--- src/rtl/keccak_gather_pkg.sv ---
// Shared keccak definitions: block geometry, gather FSM states and the
// word-index to bit-offset mapping used by both the divider and the gatherer.
package keccak_gather_pkg;

  localparam int KECCAK_BLK_W  = 512;
  localparam int KECCAK_WORD_W = 32;
  localparam int KECCAK_NWORDS = 16;

  typedef enum logic {
    FILL = 1'b0,
    HOLD = 1'b1
  } keccak_state_e;

  // Word k of a block occupies bits [32k+31:32k].
  function automatic int unsigned keccak_word_offset(input int unsigned k);
    return k * KECCAK_WORD_W;
  endfunction

endpackage

--- src/rtl/keccak_gather_slot.sv ---
// One block word: a register with load enable, zeroed by synchronous reset.
module keccak_gather_slot #(
  parameter int W = 32
) (
  input  logic         clk,
  input  logic         rst,
  input  logic         ld_i,
  input  logic [W-1:0] d_i,
  output logic [W-1:0] q_o
);

  logic [W-1:0] data_q;

  always_ff @(posedge clk) begin
    if (rst) begin
      data_q <= '0;
    end else if (ld_i) begin
      data_q <= d_i;
    end
  end

  assign q_o = data_q;

endmodule

--- src/rtl/keccak_gather.sv ---
// Gathers sixteen 32-bit CPU words into a 512-bit block and offers it to
// keccak_ctrl over a valid/ready handshake once every slot has been written.
module keccak_gather
  import keccak_gather_pkg::*;
#(
  parameter int WORD_W  = KECCAK_WORD_W,
  parameter int N_WORDS = KECCAK_NWORDS,
  parameter int IDX_W   = 4
) (
  input  logic                      clk,
  input  logic                      rst,
  input  logic                      en,
  input  logic                      wr,
  input  logic [5:0]                num,
  input  logic [WORD_W-1:0]         in32,
  input  logic                      clear,
  output logic [WORD_W*N_WORDS-1:0] out512,
  output logic                      out_valid,
  input  logic                      out_ready,
  output logic                      busy,
  output logic [4:0]                fill_count,
  output logic                      dup_err,
  output logic                      ovf_err
);

  keccak_state_e      state_q;
  logic [N_WORDS-1:0] mask_q;
  logic [N_WORDS-1:0] mask_d;
  logic [N_WORDS-1:0] slot_bit;
  logic [4:0]         fill_q;
  logic               dup_q;
  logic               ovf_q;

  logic [IDX_W-1:0]   idx;
  logic               wr_strobe;
  logic               wr_acc;
  logic               slot_hit;
  logic               unused_num;

  // The upper num bits carry no slot information.
  assign idx        = num[IDX_W-1:0];
  assign unused_num = ^num[5:IDX_W];

  assign wr_strobe = en & wr;
  assign wr_acc    = wr_strobe & (state_q == FILL) & ~clear;
  assign slot_bit  = N_WORDS'(1) << idx;
  assign slot_hit  = |(mask_q & slot_bit);
  assign mask_d    = mask_q | slot_bit;

  genvar k;
  generate
    for (k = 0; k < N_WORDS; k++) begin : g_slot
      logic [WORD_W-1:0] slot_q;

      keccak_gather_slot #(
        .W (WORD_W)
      ) u_slot (
        .clk  (clk),
        .rst  (rst),
        .ld_i (wr_acc && (idx == IDX_W'(k))),
        .d_i  (in32),
        .q_o  (slot_q)
      );

      assign out512[keccak_word_offset(k) +: WORD_W] = slot_q;
    end
  endgenerate

  // clear outranks both a write and the handshake; the data words survive it.
  always_ff @(posedge clk) begin
    if (rst || clear) begin
      state_q <= FILL;
      mask_q  <= '0;
      fill_q  <= '0;
      dup_q   <= 1'b0;
      ovf_q   <= 1'b0;
    end else begin
      case (state_q)
        FILL: begin
          if (wr_acc) begin
            mask_q <= mask_d;
            if (slot_hit) begin
              dup_q <= 1'b1;
            end else begin
              fill_q <= fill_q + 5'd1;
            end
            if (&mask_d) begin
              state_q <= HOLD;
            end
          end
        end
        HOLD: begin
          if (wr_strobe) begin
            ovf_q <= 1'b1;
          end
          if (out_ready) begin
            mask_q  <= '0;
            fill_q  <= '0;
            state_q <= FILL;
          end
        end
        default: state_q <= FILL;
      endcase
    end
  end

  assign out_valid  = (state_q == HOLD);
  assign busy       = (state_q == HOLD);
  assign fill_count = fill_q;
  assign dup_err    = dup_q;
  assign ovf_err    = ovf_q;

endmodule

--- config.mk ---
export PLATFORM = sky130hd
export DESIGN_NAME = keccak_gather
export DESIGN_NICKNAME = d
export VERILOG_FILES = /design/src/rtl/keccak_gather_pkg.sv /design/src/rtl/keccak_gather_slot.sv /design/src/rtl/keccak_gather.sv
export SDC_FILE = /design/constraint.sdc
export NUM_CORES = 1
export LEC_CHECK = 0
export ABC_CLOCK_PERIOD_IN_PS = 2800
export CORE_AREA = 2 2 218 220
export CTS_CLUSTER_DIAMETER = 150
export DETAILED_ROUTE_END_ITERATION = 16
export DIE_AREA = 0 0 220 222
export GPL_TIMING_DRIVEN = 0
export PLACE_DENSITY = 0.7
export REMOVE_ABC_BUFFERS = 1
export SLEW_MARGIN = 25
export SYNTH_ARGS = -nofsm -noshare
export SYNTH_HDL_FRONTEND = slang
export SYNTH_SLANG_ARGS = --single-unit
--- constraint.sdc ---
create_clock -name clk -period 2.8 [get_ports clk]
set_input_delay 0.84 -clock clk [delete_from_list [all_inputs] [get_ports clk]]
set_output_delay 0.84 -clock clk [all_outputs]
set_load 0.01 [all_outputs]
* Yosys cells after proc, flatten, opt, wreduce, memory -nomap -nowiden
Index checks and enable logic that the tools add are counted.
** Word-level totals
- Word-level logic and storage cells :: 83
- Input bits :: 44
- RAM bits :: 0
- Output and inout port bits :: 521
- Bits in read-only memories :: 0
- Memories :: 0
- Latch bits :: 0
- Bits in registers :: 536
** Cells by class
- Eq/ne operators :: 18
- $add $sub $neg :: 1
- Shift operators :: 1
- Multipliers :: 0
- Bitwise gates (word level) :: 7
- Mux-type cells :: 11
- Order comparisons :: 0
- Reduce and logical (&&, ||, !) cells :: 24
- Divide/modulo/power cells :: 0
** Operators with widths (number)
- $eq 4x4->1 const B :: 8
- $mux 16 :: 2
- $pmux 16 s2 :: 1
- $and 16x16->16 :: 1
- $eq 4x3->1 const B :: 4
- $logic_and 1x1->1 :: 16
- $or 16x16->16 :: 1
- $reduce_and 16->1 :: 1
- $reduce_or 16->1 :: 1
- $shl 1x4->16 const A :: 1
- $mux 5 :: 3
- $pmux 5 s2 :: 1
- $eq 4x2->1 const B :: 2
- $ne 2x2->1 const B :: 3
- $reduce_and 3->1 :: 2
- $add 5x1->5 const B :: 1
- $eq 4x1->1 const B :: 1
- $logic_not 4->1 :: 1
- $reduce_and 2->1 :: 2
- $and 1x1->1 :: 3
- $mux 1 :: 3
- $not 1->1 :: 2
- $pmux 1 s2 :: 1
- $logic_or 1x1->1 :: 1

* Depth between registers and ports, before layout
Gate-level depths: netlist of the first run.
- Depth after elaboration :: 6
- Gate-level depth with buffers :: 8
- Gate-level depth less buffers :: 5

* Cells and area by module
A second synthesis of the first run with hierarchy kept.
** Unflattened totals
- Cells, all modules :: 1823
- Area total of the unflattened synthesis :: 20171.8 um2
** By module, submodules not included
- keccak_gather_slot :: seq. area each 640.6 um2, instances 16, area each 1163.6 um2, cells an instance 103
- keccak_gather :: seq. area each 480.5 um2, instances 1, area each 1554.0 um2, cells an instance 175

* Worst setup path after synthesis of the first run
No wires, ideal clock.
- Kind :: input to register
- From :: input num[0]
- To :: register fill_q[2], in the netlist fill_count[2]
- Arrival :: 2.072 ns
- Buffers on the path :: 2
- Setup time :: 0.125 ns
- Required time :: 2.675 ns
- Stages on the path :: 7
- Path slack :: 0.602 ns
- Path through :: buf_2 -> buf_4 -> and4_1 -> a211oi_2 -> nand4_2 -> a41oi_1 -> a31oi_1
** Between the ends
- Cells in the longest elaborated chain, start to end :: 5
** RTL lines
- start, declared :: line keccak_gather.sv:14 : input logic [5:0] num,
- $shl 1x4->16 :: line keccak_gather.sv:46 : assign slot_bit = N_WORDS'(1) << idx;
- $and 16x16->16 :: line keccak_gather.sv:47 : assign slot_hit = |(mask_q & slot_bit);
- $reduce_or 16->1 :: line keccak_gather.sv:47
- $ne 2x2->1 (no source line)
- $reduce_and 3->1 (no source line)
- end signal, assigned :: line keccak_gather.sv:85 : fill_q <= fill_q + 5'd1;
- end, declared :: line keccak_gather.sv:30 : logic [4:0] fill_q;
Every way passes these cells.
A chain may end at the register's enable or synchronous reset.

* Worst setup path after layout of the first run
- From :: input en
- To :: register g_slot[10].u_slot.data_q[24]
** Between the ends
- Cells in the longest elaborated chain, start to end :: 4
** RTL lines
- start, declared :: line keccak_gather.sv:12 : input logic en,
- $and 1x1->1 :: line keccak_gather.sv:44 : assign wr_strobe = en & wr;
- $and 1x1->1 (2 in series) :: line keccak_gather.sv:45 : assign wr_acc = wr_strobe & (state_q == FILL) & ~clear;
- $logic_and 1x1->1 :: line keccak_gather.sv:60 : .ld_i (wr_acc && (idx == IDX_W'(k))),
- end signal, assigned :: line keccak_gather_slot.sv:18 : data_q <= d_i;
- end, declared :: line keccak_gather_slot.sv:12 : logic [W-1:0] data_q;
Every way passes these cells.

==> results of run 1 <==
-- state kept, by name, summed over array words and instances (netlist names) --
| register | cells |
|---|---|
| g_slot.u_slot.q_o | 512 |
| ovf_err | 1 |
| busy | 1 |
| fill_count | 5 |
| mask_q | 16 |
| dup_err | 1 |
-- power by group --
group	internal (W)	switching (W)
Combinational	0.000149	0.000517
Clock	0.00433	0.00307
Sequential	0.00766	0.0000168
-- cells by family after synthesis --
group / Yosys count / synth area share (%)
AND/OR/NAND/NOR: 1120 / 23.17
AO/OA/AOI/OAI: 566 / 15.40
flip-flops: 536 / 55.95
buffers and inverters: 235 / 5.252
multiplexers: 2 / 0.1566
adder cells (fa/ha/maj): 1 / 0.06523
-- worst min-delay path: stages (launching register included) --
cell and delay, ps:
dfxtp_1 310, nand2_1 50, a21oi_1 50
-- metrics by stage --
step / std cells / util, % / hold WS (ps)
5_1_grt: 3521 / 58.29 / 466.2
4_1_cts: 3518 / 58.22 / 453.6
6_report: 3521 / 58.29 / 452.5
3_5_place_dp: 3422 / 54.25 / 445.3
3_3_place_gp: 3398 / 53.11 / 441.1
2_1_floorplan: 2229 / - / 445.8
-- cells in the final DEF (no fill, tap or decap), types with 4 or more instances in the layout --
master | netlist | layout
buf_16 | 0 | 11
nand2_2 | 0 | 10
and2_1 | 4 | 4
clkinv_2 | 0 | 4
a21o_1 | 6 | 6
nor3_4 | 0 | 5
clkbuf_8 | 0 | 13
nand4_1 | 4 | 4
nor2_1 | 13 | 4
o21ai_0 | 5 | 5
nand2_1 | 1044 | 1031
dfxtp_1 | 536 | 535
buf_2 | 79 | 30
o21a_1 | 13 | 13
clkbuf_16 | 0 | 57
o21ai_1 | 4 | 4
clkbuf_1 | 146 | 13
inv_1 | 4 | 4
a32oi_1 | 4 | 4
buf_8 | 0 | 6
and4_1 | 4 | 4
a31oi_1 | 7 | 7
nor2_4 | 1 | 13
and3b_1 | 4 | 4
nand3_1 | 9 | 5
clkdlybuf4s50_1 | 0 | 530
a21oi_1 | 515 | 514
buf_6 | 2 | 5
-- area by class of cell --
class | count | area, sq um
clock inverters | 13 | 161.4
inverters | 4 | 15.01
clock buffers | 83 | 1654
multi-input cells | 1690 | 7656
flip-flops and latches | 536 | 10730
fillers | 4129 | 19290
repair buffers | 587 | 5984
diodes | 1 | 2.502
well taps | 607 | 759.5
-- how the worst min path moves through the flow --
stage                               from                        end  slack [ps]  cells after the start
3_5_place_dp    g_slot[9].u_slot.q_o[25]   g_slot[9].u_slot.q_o[25]         450                      2
4_1_cts          g_slot[7].u_slot.q_o[5]    g_slot[7].u_slot.q_o[5]         450                      2
3_3_place_gp    g_slot[0].u_slot.q_o[28]   g_slot[0].u_slot.q_o[28]         440                      2
5_1_grt          g_slot[8].u_slot.q_o[6]    g_slot[8].u_slot.q_o[6]         470                      2
2_1_floorplan                  mask_q[6]                  mask_q[6]         450                      2
6_report       g_slot[12].u_slot.q_o[13]  g_slot[12].u_slot.q_o[13]         450                      2
-- routing by layer --
metal / global-route usage [%] / share of wire, % / routed length [um] / vias up
li1: - / - / - / 8749
met1: 36.23 / 39 / 29520 / 8891
met2: 48.20 / 47 / 36000 / 865
met3: 7.160 / 8.6 / 6558 / 197
met4: 15.48 / 5.4 / 4106 / 0
met5: 0 / 0 / 0 / -
-- what timing repair did --
action / in CTS / in global routing
pin swaps: 0 / 2
cloned: 0 / 1
resized for setup: 3 / 9
hold endpoints to repair: 0 / 0
buffers inserted: 0 / 1
endpoints found under the setup margin: 88 / 447
==> impl_metrics.csv, run 1 <==
group,metric,value,unit
placed_design,post-place-ws,-770.5,ps
setup_path,crit_arrival,3110,ps
setup_path,r2r_slack,420,ps
floorplan,die_area,48840,sq um
clocking,cts_buffers,56,
detailed_routing,drtPass1Iterations,6,
setup_path,max_stage_delay,560,ps
floorplan,rows,79,
clocking,clkLatencyLatePin,610,ps
yosys,synth-seq-cells,536,
yosys,yosysTopAreaCellShare,55.95,%
setup_path,worstSetupStartpoint,"en",
placed_design,io_buffers,562,
yosys,synth_area,19180,sq um
clocking,root_buffer,"clkbuf_16",
timing,worst_pin_slew,1119,ps
detailed_routing,postRouteAntennaNets,0,
placed_design,dpl.hpwl,48770,um
setup_path,critPathCaptureType,"flop",
yosys,synthFlopType,"dfxtp_1",
timing,fin_crit,2662,ps
finish,design_area,26960,sq um
yosys,synth-edff-count,0,
detailed_routing,drc,0,
hold_path,hold_path.class,"flop to flop",
timing,setup_viol,0,
setup_path,crit_chain,"clkdlybuf4s50_1 -> and4bb_2 -> and2_1 -> nand2_2 -> nand2_1 -> a21oi_1",
pwr,p_leak,8.799,nW
global_routing,antenna_found_initial,1,
setup_path,critical_path.top_delay_family,"simple AND/OR/NAND/NOR gates",
finish,drive_gt1_share,6.454,%
yosys,yosysWarnings,0,
floorplan,die_y,222,um
detailed_routing,num_vias,18700,
pwr,power,0.01574,W
timing,slew_violations,0,
timing,timing.final.hold_violations,0,
clocking,htree_levels,2,
floorplan,core,46260,sq um
timing,relSlewSlack,25.15,%
global_routing,grt_pass1_wl,109300,um
clocking,tritoncts,"built",
global_routing,grtUsageTotal,29.65,%
floorplan,die_w,220,um
setup_path,path_depth,6,
yosys,yosys-top-cells-area,"dfxtp_1, nand2_1, a21oi_1",
yosys,yosysSeqAreaShare,55.95,%
setup_path,required,3250,ps
finish,final_nets,2920,
detailed_routing,routed_via_density,5.312,
setup_path,rr_worst_depth,5,
detailed_routing,routed_wl,76180,um
timing,fin_setup_tns,0,ps
yosys,ys_types,50,
setup_path,rr_startpoint,"busy",
setup_path,regToRegEndpoint,"g_slot[10].u_slot.q_o[24]",
finish,syn_to_final_growth,40.61,%
floorplan,start_util,41.46,%
setup_path,endpoint,"g_slot[10].u_slot.q_o[24]",
setup_path,path_class,"input pin to flop",
detailed_routing,drtIter0Drc,1626,
outcome,status,"finished clean",
floorplan,ios,565,
pwr,powerDensity,583.9,nW/um^2
clocking,cts.sink_count,536,
setup_path,critPathLaunchType,"input pin",
yosys,async_reset_ff_share,0,%
pwr,irDropWorstVdd,0.5008,mV
global_routing,grt_pass1_vias,17250,
clocking,path_clk_slew,60,ps
run,max_cap_viol_count,0,
timing,max_freq,0.3756,GHz
yosys,yosysTopAreaCell,"dfxtp_1",
yosys,syn_area_per_cell,7.796,sq um
global_routing,grt_max_degree,129,
timing,skew,17.34,ps
setup_path,worst-path-buf-inv,1,
global_routing,grt-ovfl-total,0,
detailed_routing,wire_per_inst,21.64,um
yosys,syn_inst,2460,
yosys,synth_common_cells,"nand2_1, dfxtp_1, a21oi_1",
clocking,cts.path.max_buffers,3,
timing,setup_slack,137.6,ps
setup_path,cp_max_fo,33,
yosys,yosysMostFrequentCell,"nand2_1",
clocking,hold_buffers,0,
placed_design,placed_area,25090,sq um
placed_design,place_congestion,0.8505,
setup_path,cpMaxStageDelayCell,"nand2_2",
timing,rsz0062_at_grt,"no",
timing,period_share,95.09,%
Power figures use the tool's default switching activity.
==> run 2: changes to the inputs <==
SLEW_MARGIN = 0   (was 25)
==> run 2 against run 1 <==
  * The flow now finishes with violations (capacitance limit)
  * Clock skew fell by 3.5 ps
  * Highest routed layer unchanged
  * Register-to-register slack got worse by 130 ps
  * Total power rose by 1.8%
==> impl_metrics.csv, run 2 (synthesis gave the netlist of run 1 again) <==
group,metric,value,unit
hold_path,holdPathStages,2,
floorplan,die_area,48840,sq um
run,max_cap_viol_count,1,
finish,drive_gt1_share,5.719,%
placed_design,place_inst,3409,
global_routing,use_met3,7.339,%
pwr,comb_power_share,4.3,%
clocking,cts.path.max_buffers,3,
setup_path,cpMaxStageDelayCell,"nor2_4",
detailed_routing,drtPass1Iterations,5,
setup_path,path_depth,6,
pwr,p_switching,0.003678,W
detailed_routing,postRouteAntennaNets,0,
global_routing,grt_use_met1,36.12,%
global_routing,grt_use_met2,48.80,%
finish,post-route-util,58.70,%
setup_path,crit_chain,"clkdlybuf4s50_1 -> and4bb_2 -> nand2_1 -> nor2_4 -> nand2_1 -> a21oi_1",
clocking,path_clk_slew,60,ps
pwr,clockPowerShare,47.8,%
pwr,p_int,0.01234,W
setup_path,critPathLaunchType,"input pin",
setup_path,required,3300,ps
setup_path,cp_max_fo,33,
timing,slew_violations,0,
global_routing,antenna_found_initial,3,
placed_design,placed_area,24930,sq um
timing,fin_crit,2774,ps
finish,layout_commonest_cell,"nand2_1",
setup_path,worst-path-buf-inv,1,
finish,syn_to_final_growth,41.61,%
detailed_routing,drtIter0Drc,1523,
global_routing,grt_busiest_layer,"met2",
floorplan,rows,79,
placed_design,place_congestion,0.8505,
finish,final_nets,2920,
global_routing,grt_pass1_vias,17450,
floorplan,core,46260,sq um
timing,setup_viol,0,
finish,largest_register_ff_count,512,
clocking,tritoncts,"built",
clocking,root_buffer,"clkbuf_16",
finish,design_area,27160,sq um
setup_path,rr_startpoint,"busy",
pwr,p_seq_share,47.9,%
clocking,htree_levels,2,
global_routing,grt_pass1_wl,109800,um
placed_design,io_buffers,562,
detailed_routing,drc,0,
finish,final_cell_mix,"nand2_1, clkdlybuf4s50_1, dfxtp_1, a21oi_1, clkbuf_16",
floorplan,die_y,222,um
floorplan,start_util,41.46,%
global_routing,grtUsageTotal,29.90,%
setup_path,critPathCaptureType,"flop",
finish,instances_no_fill,3530,
finish,nFillCells,4095,
timing,finalHoldWorstSlack,452.8,ps
setup_path,cp_common_cell,"nand2_1",
timing,max_freq,0.3605,GHz
detailed_routing,num_vias,18720,
global_routing,grt-ovfl-total,0,
outcome,status,"complete, but fails checks",
timing,relSlewSlack,0.1367,%
placed_design,dpl.hpwl,47690,um
setup_path,worstSetupStartpoint,"en",
timing,worst_pin_slew,1493,ps
setup_path,max_stage_delay,730,ps
timing,rsz0062_at_grt,"yes",
floorplan,die_w,220,um
detailed_routing,routed_wl,76290,um
hold_path,hold_path.class,"flop to flop",
clocking,hold_buffers,0,
outcome,violations,"capacitance limit",
pwr,p_leak,8.807,nW
hold_path,hp-start,"g_slot[14].u_slot.q_o[27]",
clocking,cts_buffers,57,
timing,skew,13.87,ps
setup_path,critical_path.top_delay_family,"simple AND/OR/NAND/NOR gates",
clocking,clkLatencyLatePin,590,ps
setup_path,rr_worst_depth,5,
setup_path,crit_arrival,3270,ps
detailed_routing,routed_via_density,5.302,
timing,timing.final.hold_violations,0,
pwr,powerDensity,590.0,nW/um^2
timing,period_share,99.06,%
setup_path,path_class,"input pin to flop",
floorplan,ios,565,
pwr,switching_share,22.96,%
clocking,cts.sink_count,536,
pwr,irDropWorstVdd,0.5085,mV
global_routing,grt_max_degree,166,
detailed_routing,wire_per_inst,21.61,um
timing,fin_setup_tns,0,ps
-- run 2: worst register-to-register path: cells and delay by family, from the launching register on --
family | cells | cell delay (ps)
AND/OR/NAND/NOR | 4 | 1780
AO/OA/AOI/OAI | 1 | 220
flip-flops | 1 | 410
-- run 2: per-stage QoR --
stage | setup slack (ps) | power, W
floorplan | 53.32 | 0.007952
global placement | -13620 | 0.008491
detailed placement | -1566 | 0.008500
CTS | 17.18 | 0.01613
global route | -131.5 | 0.01644
finish | 26.25 | 0.01602
-- run 2: repair_timing --
item	CTS	global route
resized for setup	35	5
buffers inserted	8	5
cloned	1	0
pin swaps	4	4
endpoints found under the setup margin	535	177
-- run 2: routing by layer --
metal	part of all wire (%)	vias up
met5	0	-
met4	5.5	0
met3	8.2	217
met2	47	842
met1	39	8905
li1	-	8752
-- run 2: final timing paths --
path,slack [ps],end
setup / recovery,30,g_slot[7].u_slot.q_o[12]
hold / removal,450,g_slot[14].u_slot.q_o[27]
setup reg to reg,290,g_slot[7].u_slot.q_o[12]
hold reg to reg,450,g_slot[14].u_slot.q_o[27]
-- run 2: area by class of cell --
type | count | area (sq um) | area share, %
flip-flops and latches | 536 | 10730 | 39.52
diodes | 3 | 7.507 | 0.02764
well taps | 607 | 759.5 | 2.797
clock inverters | 20 | 236.5 | 0.8708
clock buffers | 84 | 1678 | 6.179
inverters | 4 | 15.01 | 0.05529
multi-input cells | 1690 | 7669 | 28.24
repair buffers | 586 | 6060 | 22.31
-- run 2: power by group through the flow --
stage          clock network, W  logic [W]  registers [W]
6_report                0.00766   0.000684        0.00767
3_3_place_gp                  0   0.000649        0.00784
3_5_place_dp                  0   0.000658        0.00784
5_1_grt                 0.00806   0.000707        0.00767
4_1_cts                 0.00779   0.000672        0.00767
2_1_floorplan                 0  0.0000970        0.00786
